**src/rtl/uart_tx_arbiter_pkg.sv**
```systemverilog
// Shared definitions for the UART transmit arbiter: FSM encoding and defaults.
// Imported by the arbiter top and its round-robin selector.
package uart_tx_arbiter_pkg;

    typedef enum logic [1:0] {
        S_IDLE       = 2'd0,
        S_ISSUE      = 2'd1,
        S_WAIT_START = 2'd2,
        S_WAIT_DONE  = 2'd3
    } state_t;

    localparam int unsigned START_TIMEOUT_DEFAULT = 16;
    localparam int unsigned GID_W                 = 3;

endpackage

```
**src/rtl/uart_tx_arbiter_rr.sv**
```systemverilog
// Stateless round-robin selector: the first active request after the last grant wins.
// Any request at the last-granted index is considered only after all others.
module rr_arbiter
    import uart_tx_arbiter_pkg::*;
#(
    parameter int unsigned NREQ = 4
) (
    input  logic [NREQ-1:0]  req_i,
    input  logic [GID_W-1:0] last_i,
    output logic [GID_W-1:0] gnt_o,
    output logic             any_o
);

    logic [NREQ-1:0] rot;
    int unsigned     idx;

    always_comb begin
        gnt_o = last_i;
        any_o = 1'b0;
        rot   = '0;
        idx   = 0;
        for (int unsigned k = 1; k <= NREQ; k++) begin
            idx = (32'(last_i) + k) % NREQ;
            rot = req_i >> idx;
            if (!any_o && rot[0]) begin
                any_o = 1'b1;
                gnt_o = GID_W'(idx);
            end
        end
    end

endmodule

```
**src/rtl/uart_tx_arbiter.sv**
```systemverilog
// Arbitrates NREQ byte requesters onto a single uart_send transmitter with
// round-robin fairness and a start-timeout watchdog.
module uart_tx_arbiter
    import uart_tx_arbiter_pkg::*;
#(
    parameter int unsigned NREQ          = 4,
    parameter int unsigned START_TIMEOUT = START_TIMEOUT_DEFAULT
) (
    input  logic                CLK,
    input  logic                RST,
    input  logic [NREQ-1:0]     REQ_VALID,
    input  logic [8*NREQ-1:0]   REQ_DATA,
    output logic [NREQ-1:0]     REQ_READY,
    output logic [7:0]          TX_DATA,
    output logic                TX_DATA_READY,
    input  logic                TX_IDLE,
    output logic [GID_W-1:0]    GRANT_ID,
    output logic                TIMEOUT_ERR
);

    localparam int unsigned    CW       = $clog2(START_TIMEOUT + 1);
    localparam logic [CW-1:0]  CNT_LAST = CW'(START_TIMEOUT - 1);

    state_t             state_q;
    logic [NREQ-1:0]    ready_q;
    logic [7:0]         data_q;
    logic               txdr_q;
    logic [GID_W-1:0]   gid_q;
    logic               err_q;
    logic [CW-1:0]      cnt_q;
    logic               armed_q;

    logic [GID_W-1:0]   gnt;
    logic               any_gnt;
    logic [NREQ-1:0]    ready_d;
    logic [7:0]         data_d;
    logic [8*NREQ-1:0]  data_shift;

    rr_arbiter #(
        .NREQ (NREQ)
    ) u_rr (
        .req_i  (REQ_VALID),
        .last_i (gid_q),
        .gnt_o  (gnt),
        .any_o  (any_gnt)
    );

    always_comb begin
        data_shift = REQ_DATA >> {gnt, 3'b000};
        data_d     = data_shift[7:0];
        ready_d    = NREQ'(1) << gnt;
    end

    // armed_q keeps the first cycle after reset release free of any grant.
    always_ff @(posedge CLK or negedge RST) begin
        if (!RST) begin
            state_q <= S_IDLE;
            ready_q <= '0;
            data_q  <= '0;
            txdr_q  <= 1'b0;
            gid_q   <= GID_W'(NREQ - 1);
            err_q   <= 1'b0;
            cnt_q   <= '0;
            armed_q <= 1'b0;
        end else begin
            armed_q <= 1'b1;
            ready_q <= '0;
            txdr_q  <= 1'b0;
            case (state_q)
                S_IDLE: begin
                    if (armed_q && TX_IDLE && any_gnt) begin
                        ready_q <= ready_d;
                        data_q  <= data_d;
                        gid_q   <= gnt;
                        state_q <= S_ISSUE;
                    end
                end
                S_ISSUE: begin
                    txdr_q  <= 1'b1;
                    cnt_q   <= '0;
                    state_q <= S_WAIT_START;
                end
                S_WAIT_START: begin
                    if (!TX_IDLE) begin
                        cnt_q   <= '0;
                        state_q <= S_WAIT_DONE;
                    end else if (cnt_q == CNT_LAST) begin
                        err_q   <= 1'b1;
                        cnt_q   <= '0;
                        state_q <= S_IDLE;
                    end else begin
                        cnt_q <= cnt_q + CW'(1);
                    end
                end
                S_WAIT_DONE: begin
                    if (TX_IDLE) begin
                        state_q <= S_IDLE;
                    end
                end
                default: state_q <= S_IDLE;
            endcase
        end
    end

    assign REQ_READY     = ready_q;
    assign TX_DATA       = data_q;
    assign TX_DATA_READY = txdr_q;
    assign GRANT_ID      = gid_q;
    assign TIMEOUT_ERR   = err_q;

endmodule

```
**config.mk**
```make
export PLATFORM = sky130hd
export DESIGN_NAME = uart_tx_arbiter
export DESIGN_NICKNAME = d
export VERILOG_FILES = /design/src/rtl/uart_tx_arbiter_pkg.sv /design/src/rtl/uart_tx_arbiter_rr.sv /design/src/rtl/uart_tx_arbiter.sv
export SDC_FILE = /design/constraint.sdc
export NUM_CORES = 1
export LEC_CHECK = 0
export CORE_AREA = 2 2 64 66
export CTS_BUF_LIST = sky130_fd_sc_hd__clkbuf_16
export CTS_CLUSTER_DIAMETER = 120
export DETAILED_ROUTE_END_ITERATION = 16
export DIE_AREA = 0 0 66 68
export PLACE_DENSITY_LB_ADDON = 0.2
export SLEW_MARGIN = 40
export SYNTH_ARGS = -nofsm -noshare
export SYNTH_HDL_FRONTEND = slang
export SYNTH_SLANG_ARGS = --single-unit
```
**constraint.sdc**
```tcl
create_clock -name CLK -period 1.8 [get_ports CLK]
set_clock_uncertainty 0.15 [all_clocks]
set_input_delay 0.36 -clock CLK [delete_from_list [all_inputs] [get_ports CLK]]
set_output_delay 0.36 -clock CLK [all_outputs]
set_load 0.01 [all_outputs]
```
# Word level (Yosys, flattened, before mapping)
# Cells that the tools add are included.
# Widths: inputs -> output; s select.
dict set report totals {
  mem_count 0
  output_inout_bits 17
  mem_bits_rw 0
  regBits 25
  elab_cells 58
  input_bits 39
  rom_bits 0
  latchBits 0
}
dict set report classes {
  n_lt_le_gt_ge 0
  n_eq_ne 7
  n_div 0
  n_mux 19
  n_bitwise 0
  n_reduce_logical 13
  shifts 6
  n_mul 0
  n_addsub 5
}
# operator count
set ops {}
lappend ops {{$shr 32x6->8} 1}
lappend ops {{$shr 4x2->1} 4}
lappend ops {{$mux 3} 4}
lappend ops {{$mux 5} 2}
lappend ops {{$pmux 5 s2} 1}
lappend ops {{$mux 2} 4}
lappend ops {{$mux 4} 2}
lappend ops {{$pmux 2 s4} 1}
lappend ops {{$reduce_and 3->1} 2}
lappend ops {{$add 5x1->5 const B} 1}
lappend ops {{$eq 5x4->1 const B} 1}
lappend ops {{$logic_and 1x1->1} 5}
lappend ops {{$mux 1} 5}
lappend ops {{$add 2x1->2 const B} 2}
lappend ops {{$add 2x2->2 const B} 2}
lappend ops {{$eq 2x2->1 const B} 2}
lappend ops {{$ne 2x2->1 const B} 2}
lappend ops {{$shl 1x3->4 const A} 1}
lappend ops {{$logic_not 1->1} 3}
lappend ops {{$ne 3x3->1 const B} 1}
lappend ops {{$eq 2x1->1 const B} 1}
lappend ops {{$logic_not 2->1} 1}
lappend ops {{$reduce_and 2->1} 1}
lappend ops {{$reduce_bool 2->1} 1}

# Logic depth before layout (Yosys ltp)
# Gate-level depths: netlist of the first run.
dict set report logic_depth {
  depth_word 15
  depth_mapped 7
}

# By module
# From an unflattened synthesis of the first run, not the netlist that was laid out.
dict set report unflattened {
  cells_unflattened 108
  hier_area_um2 1367.6
}
# mod cells_each area_per_inst_um2 n_inst
set modules_own_cells {}
lappend modules_own_cells {uart_tx_arbiter 91 1275.0 1}
lappend modules_own_cells {rr_arbiter 17 92.6 1}

# Worst setup path after synthesis of the first run
# OpenSTA, ideal clock, no wires.
dict set report synth_path {
  kind {register -> register}
  startpoint {register gid_q[0] (netlist: GRANT_ID[0])}
  endpoint {register data_q[0] (netlist: TX_DATA[0])}
  path_buffers 2
  synth_period_minus_slack_ns 1.924
  arrival_time_ns 1.644
  slack_ns -0.124
  path_stages_with_launch 8
  setup_ns 0.130
  required_ns 1.520
  path_cell_list {dfstp_2 nand2b_1 nor2_1 clkbuf_2 nor3_4 buf_6 mux2i_1 o211ai_2}
}
dict set report synth_via {
  elab_chain_cells 14
}
# item line
set synth_rtl {}
lappend synth_rtl {{from (decl)} uart_tx_arbiter.sv:28} ;# logic [GID_W-1:0] gid_q;
lappend synth_rtl {{from (signal assigned)} uart_tx_arbiter.sv:61} ;# gid_q <= GID_W'(NREQ - 1);
lappend synth_rtl {{from (signal assigned)} uart_tx_arbiter.sv:74} ;# gid_q <= gnt;
lappend synth_rtl {{branches (longest 14 deep; another with $add 2x1->2)} --}
lappend synth_rtl {{to (signal assigned)} uart_tx_arbiter.sv:73} ;# data_q <= data_d;
lappend synth_rtl {{to (decl)} uart_tx_arbiter.sv:26} ;# logic [7:0] data_q;
# Parallel ways; which one is timed is not known.
# A chain may end at the register's enable or synchronous reset.

# Worst setup path after layout of the first run
dict set report layout_path {
  startpoint {register gid_q[1] (netlist: GRANT_ID[1])}
  endpoint {register data_q[0] (netlist: TX_DATA[0])}
}
# Same word-level chain as after synthesis.

==> results of run 1 <==
-- where the power goes --
part           switching [mW]  total (mW)  internal [mW]
logic                   0.873        1.85          0.981
registers              0.0979       0.831          0.733
clock network           0.208       0.510          0.302
total                    1.18        3.19           2.02
-- final cells by class --
class / instances / area [sq um] / share of cell area
Multi-Input combinational cell: 111 / 893.4 / 0.3574
Clock buffer: 3 / 75.07 / 0.03003
Timing Repair Buffer: 87 / 810.8 / 0.3243
Tap cell: 50 / 62.56 / 0.02503
Clock inverter: 1 / 7.507 / 0.003003
Sequential cell: 25 / 628.1 / 0.2513
Inverter: 6 / 22.52 / 0.009009
-- metal layers --
layer | GRT usage | routed length [um]
met4 | 0.03827 | 0
met1 | 0.2165 | 1820
met5 | 0 | 0
met2 | 0.3674 | 2272
met3 | 0.03454 | 268
-- registers in the layout, summed over array words and instances, names as in the netlist --
name	cells
TIMEOUT_ERR	1
cnt_q	5
TX_DATA_READY	1
armed_q	1
state_q	2
GRANT_ID	3
REQ_READY	4
TX_DATA	8
-- cells in the mapped netlist (all sizes together), types with 3 or more instances --
master / instances / area share
nand2b: 5 / 0.021
ha: 5 / 0.042
buf: 5 / 0.024
nand2: 17 / 0.043
a21o: 10 / 0.051
nand4: 9 / 0.038
a21oi: 4 / 0.016
mux2i: 9 / 0.061
nor2: 6 / 0.015
inv: 6 / 0.015
o31ai: 10 / 0.051
o21ai: 5 / 0.017
dfrtp: 23 / 0.39
o211ai: 8 / 0.067
or2: 3 / 0.013
nand3: 5 / 0.017
-- cell families (layout without fill, tap and decap cells) --
| kind of cell | count (synthesis) | in the layout | synth area share |
|---|---|---|---|
| buf+inv | 13 | 97 | 0.04552 |
| simple gates | 51 | 51 | 0.1821 |
| compound gates | 45 | 45 | 0.2437 |
| mux | 9 | 9 | 0.06071 |
| other cells | 1 | 1 | 0.002527 |
| fa+ha+maj | 5 | 5 | 0.04216 |
| flops | 25 | 25 | 0.4233 |
-- repair_timing --
action,CTS,global route
gates cloned,0,1
gates resized for setup,22,15
hold buffers,0,0
buffers inserted,3,2
pin swaps,6,7
setup endpoints to repair,14,15
-- metrics by stage --
| step | util | std cells | TNS [ns] | worst slack (ns) | hold WS (ns) |
|---|---|---|---|---|---|
| finish | 0.6483 | 283 | -0.6660 | -0.09173 | 0.3232 |
| global route | 0.6483 | 283 | -1.939 | -0.2004 | 0.3667 |
| CTS | 0.6288 | 280 | -0.3086 | -0.05468 | 0.3345 |
| detailed placement | 0.5863 | 273 | -6.635 | -0.4974 | 0.3195 |
| global placement | 0.5863 | 273 | -5.947 | -0.4432 | 0.3197 |
| floorplan | - | 149 | -0.7603 | -0.1202 | -0.08559 |
-- worst paths after layout --
| path | startpoint | endpoint | slack, ns |
|---|---|---|---|
| setup / recovery | GRANT_ID[1] | TX_DATA[0] | -0.09 |
| hold / removal | RST | TX_DATA[2] | 0.32 |
| setup reg to reg | GRANT_ID[1] | TX_DATA[0] | -0.09 |
| hold reg to reg | TIMEOUT_ERR | TIMEOUT_ERR | 0.33 |
| max in group asynchronous | RST | GRANT_ID[0] | 0.87 |
| min in group CLK | TIMEOUT_ERR | TIMEOUT_ERR | 0.33 |
-- worst max-delay path: cells and delay by family, from the launching register on --
family                 cells  cell delay [ns]
AO/OA/AOI/OAI              1             0.12
multiplexers               1             0.23
AND/OR/NAND/NOR            3             0.43
flip-flops                 1             0.54
buffers and inverters      2             0.29
==> summary.txt, run 1 <==
Outcome
  – Status: finished with violations
  – Failing checks: setup timing

Pwr
  – Leak: 1.101 nW
  – Pwr/cell area: 1278 mW/mm^2
  – Tot Pwr: 3.195 mW
  – Peak VDD IR: 0.0007490 V

Drt
  – DRC Markers: 0
  – WL per Instance: 15.41 um
  – Detailed Route Iter0 Violations: 39
  – Vias/cell: 5.226
  – Drt pass-1 iters: 4
  – Final wirelength: 4361 um
  – Antenna viol nets, final: 0
  – Detailed-route via count: 1479

Setup path
  – Crit end category: register
  – Critical Path Slowest Stage Cell: dfstp_2
  – Startpoint Class: register
  – Critical path's largest stage delay: 0.54 ns
  – Critical path cell sequence: buf_6 > nand2_2 > and3_4 > nor3_4 > buf_6 > mux2i_2 > o211ai_2
  – FF-to-FF path depth: 7
  – WP data arrival: 1.88 ns
  – Cell repeated most along the worst path: buf_6
  – Critical Path RT: 1.79 ns
  – Max Fanout on Critical Path: 6
  – Critical path type: register to register

Run
  – Maxcap violations: 0

GRT
  – Antenna violations before repair: 0
  – Global-route wire length before repair: 6479 um
  – Grt ovf: 0
  – Total Routing Usage GR: 0.1890
  – Largest net degree at the start of global routing: 26
  – Vias in the first global route: 1441

STA
  – Fin crit share: 1.051
  – Count of final setup violators: 11
  – Slew Limit Fails: 0
  – Final Hold Viols: 0
  – RSZ-0062 raised after global routing: true
  – Fin crit period: 1.892 ns
  – Peak Freq: 0.5286 GHz
  – Final worst setup slack: -0.09173 ns

Floorplanning
  – FP Rows: 23
  – Core region area: 0.003856 sq mm
  – Die ar.: 0.004488 sq mm
  – Initial Util: 0.3848
  – Die W: 66 um
  – I/O pins: 56
  – Die height: 68 um

CTS
  – CTS Buffer Depth: 2
  – Clock insertion delay at the later pin of the skew report: 0.26 ns
  – Inserted Clock Buffers: 3
  – Clock sinks: 25
  – Reg clk slew, reported paths: 0.07 ns
  – H-tree Lvls: 1
  – TritonCTS clock tree: yes
  – Clk root buf: clkbuf_16

Cells and area
  – # nets final: 278
  – Most common cell after layout, fill and taps aside: clkdlybuf4s50_1
  – Area growth, synth to finish: 68.47%
  – Finished layout cell area: 0.002500 sq mm
  – Ant. Diodes: 0
  – Ratio of cells with drive above 1 in the final layout: 0.3047
  – Fillers: 319
  – Commonest non-fill, non-tap cells in the layout: clkdlybuf4s50_1 (49), buf_4 (25), dfrtp_1 (23)

Logic synthesis
  – Post-synthesis instance total: 149
  – Sequential fraction of the synthesis area: 0.4233
  – YS warnings: 0
  – Synth cell types: 36
  – Syn avg cell area: 9.959 sq um
  – Mapped Nets: 193
  – Predominant post-synthesis flop cell: dfrtp_1
  – Yosys reg bits: 25
  – Async S/R FF share, synth: 1.000
  – Post-synth EDFFs: 0
  – Mapped Area: 0.001484 sq mm

Worst hold path
  – Min-Delay Path Class: primary input to asynchronous set/reset pin

Place
  – Placed instance area: 0.002261 sq mm
  – Post-detail-place hpwl: 3202 um
  – Gpl congestion: 0.8003
  – # port buffers: 55
Note: power is estimated with default switching activity, not from simulation.
==> run 2, diff against run 1 <==
--- a/config.mk
+++ b/config.mk
@@ -11,6 +11,7 @@
 export DETAILED_ROUTE_END_ITERATION = 16
 export DIE_AREA = 0 0 66 68
 export PLACE_DENSITY_LB_ADDON = 0.2
+export SETUP_SLACK_MARGIN = 0.15
 export SLEW_MARGIN = 40
 export SYNTH_ARGS = -nofsm -noshare
 export SYNTH_HDL_FRONTEND = slang
==> summary.txt, run 2 (synthesized netlist as in run 1, its figures left out) <==
Drt
  – Detailed Route Iter0 Violations: 123
  – Met3 wire length: 366 um
  – Detailed-route via count: 1467
  – Final wirelength: 4396 um
  – Vias/cell: 5.059
  – M1 WL: 1721 um
  – Antenna viol nets, final: 0
  – WL per Instance: 15.16 um
  – DRC Markers: 0
  – Drt pass-1 iters: 4
  – Met2 routed WL: 2255 um
  – Max layer used: met4

Cells and area
  – Ratio of cells with drive above 1 in the final layout: 0.3708
  – Most common cell after layout, fill and taps aside: clkdlybuf4s50_1
  – Area growth, synth to finish: 76.48%
  – Post-Layout Cell Count: 290
  – Post-layout util: 0.6791
  – # nets final: 285
  – Commonest non-fill, non-tap cells in the layout: clkdlybuf4s50_1 (35), buf_4 (31), dfrtp_1 (23)
  – Max reg flops: 8
  – Ant. Diodes: 0

CTS
  – TritonCTS clock tree: yes
  – CTS Buffer Depth: 2
  – Clk root buf: clkbuf_16
  – CTS Hold Bufs: 0
  – Reg clk slew, reported paths: 0.06 ns
  – H-tree Lvls: 1
  – Inserted Clock Buffers: 3
  – Clock insertion delay at the later pin of the skew report: 0.26 ns
  – Clock sinks: 25

Setup path
  – CP Launch Point: GRANT_ID[1]
  – Startpoint Class: register
  – Critical path type: register to register
  – Reg2reg end: TX_DATA[3]
  – RR Startpoint: GRANT_ID[1]
  – Critical Path RT: 1.79 ns
  – Flop2flop setup slack: -0.02 ns
  – WP data arrival: 1.81 ns
  – Max Fanout on Critical Path: 8
  – Setup crit end: TX_DATA[3]
  – FF-to-FF path depth: 6
  – Crit end category: register

STA
  – Fin crit share: 1.013
  – RSZ-0062 raised after global routing: true
  – Fin crit period: 1.823 ns
  – Min Hold Slack: 0.3241 ns
  – Peak Freq: 0.5487 GHz
  – Slew Limit Fails: 0
  – Final Hold Viols: 0
  – Final worst setup slack: -0.02258 ns
  – Setup TNS Final: -0.06700 ns
  – Count of final setup violators: 6

Place
  – Post-detail-place hpwl: 3126 um
  – Gpl congestion: 0.8118
  – # port buffers: 55
  – Dpl cells: 274

Floorplanning
  – FP Rows: 23
  – Core region area: 0.003856 sq mm
  – I/O pins: 56
  – Die height: 68 um
  – Die ar.: 0.004488 sq mm
  – Die W: 66 um
  – Initial Util: 0.3848

GRT
  – Global-route wire length before repair: 6934 um
  – Grt ovf: 0
  – Vias in the first global route: 1571
  – Antenna violations before repair: 0
  – Largest net degree at the start of global routing: 26
  – Total Routing Usage GR: 0.2014

Outcome
  – Failing checks: setup timing
  – Status: finished with violations

Pwr
  – Tot Pwr: 3.336 mW
  – Peak VDD IR: 0.001001 V
  – Pwr/cell area: 1274 mW/mm^2
  – Leak: 1.232 nW

Worst hold path
  – Min-Delay Path Class: primary input to asynchronous set/reset pin

Run
  – Maxcap violations: 0
[run 2: cell types whose count changed in the layout (fill, tap and decap cells not counted), moves of 3 or more]
cell | before | now
clkdlybuf4s50_1 | 49 | 35
inv_2 | 0 | 3
dlymetal6s2s_1 | 0 | 3
buf_4 | 25 | 31
dlygate4sd2_1 | 5 | 13
[run 2: worst min-delay path by stage]
stage	start	end	slack [ns]
after floorplan	RST	GRANT_ID[2]	-0.09
after global placement	TIMEOUT_ERR	TIMEOUT_ERR	0.31
after detailed placement	TIMEOUT_ERR	TIMEOUT_ERR	0.32
after CTS	RST	TX_DATA[1]	0.34
after global routing	RST	TX_DATA[1]	0.35
final	RST	TX_DATA[1]	0.32
[run 2: layout make-up]
class                      instances  area, sq um
inverter                           6        22.52
tap                               50        62.56
clock inverter                     1        3.754
multi-input combinational        111        952.2
sequential                        25        628.1
timing repair buffer              94        874.6
clock buffer                       3        75.07
fill                             293         1237
[run 2: critical path, stage by stage (launching register included)]
cell and delay, ns:
dfstp_2 0.60, nand2_2 0.08, and3_4 0.19, nor3_4 0.14, buf_6 0.19, mux2i_2 0.25, o211ai_2 0.11
[run 2: per-layer routing]
metal,vias up,global-route usage
li1,726,-
met1,682,0.2324
met2,55,0.3624
met3,4,0.04770
met4,0,0.07908
met5,-,0
[run 2: report_power, final]
group          leakage, nW  internal [mW]  switching, mW
clock network       0.0423          0.297          0.195
registers            0.318          0.734          0.107
logic                0.872           1.09          0.917
total                 1.23           2.12           1.22
[run 2: what timing repair did]
action                                  in CTS  in global routing
endpoints found under the hold margin        0                  0
pin swaps                                   15                  9
resized for setup                           51                 27
endpoints found under the setup margin      29                 22
buffers inserted                             6                  6
[run 2: through the flow]
step,setup slack [ns],cell area (sq um)
2_1_floorplan,-0.1202,1513
3_3_place_gp,-0.4278,2281
3_5_place_dp,-0.4918,2281
4_1_cts,-0.01651,2491
5_1_grt,-0.09153,2619
6_report,-0.02258,2619
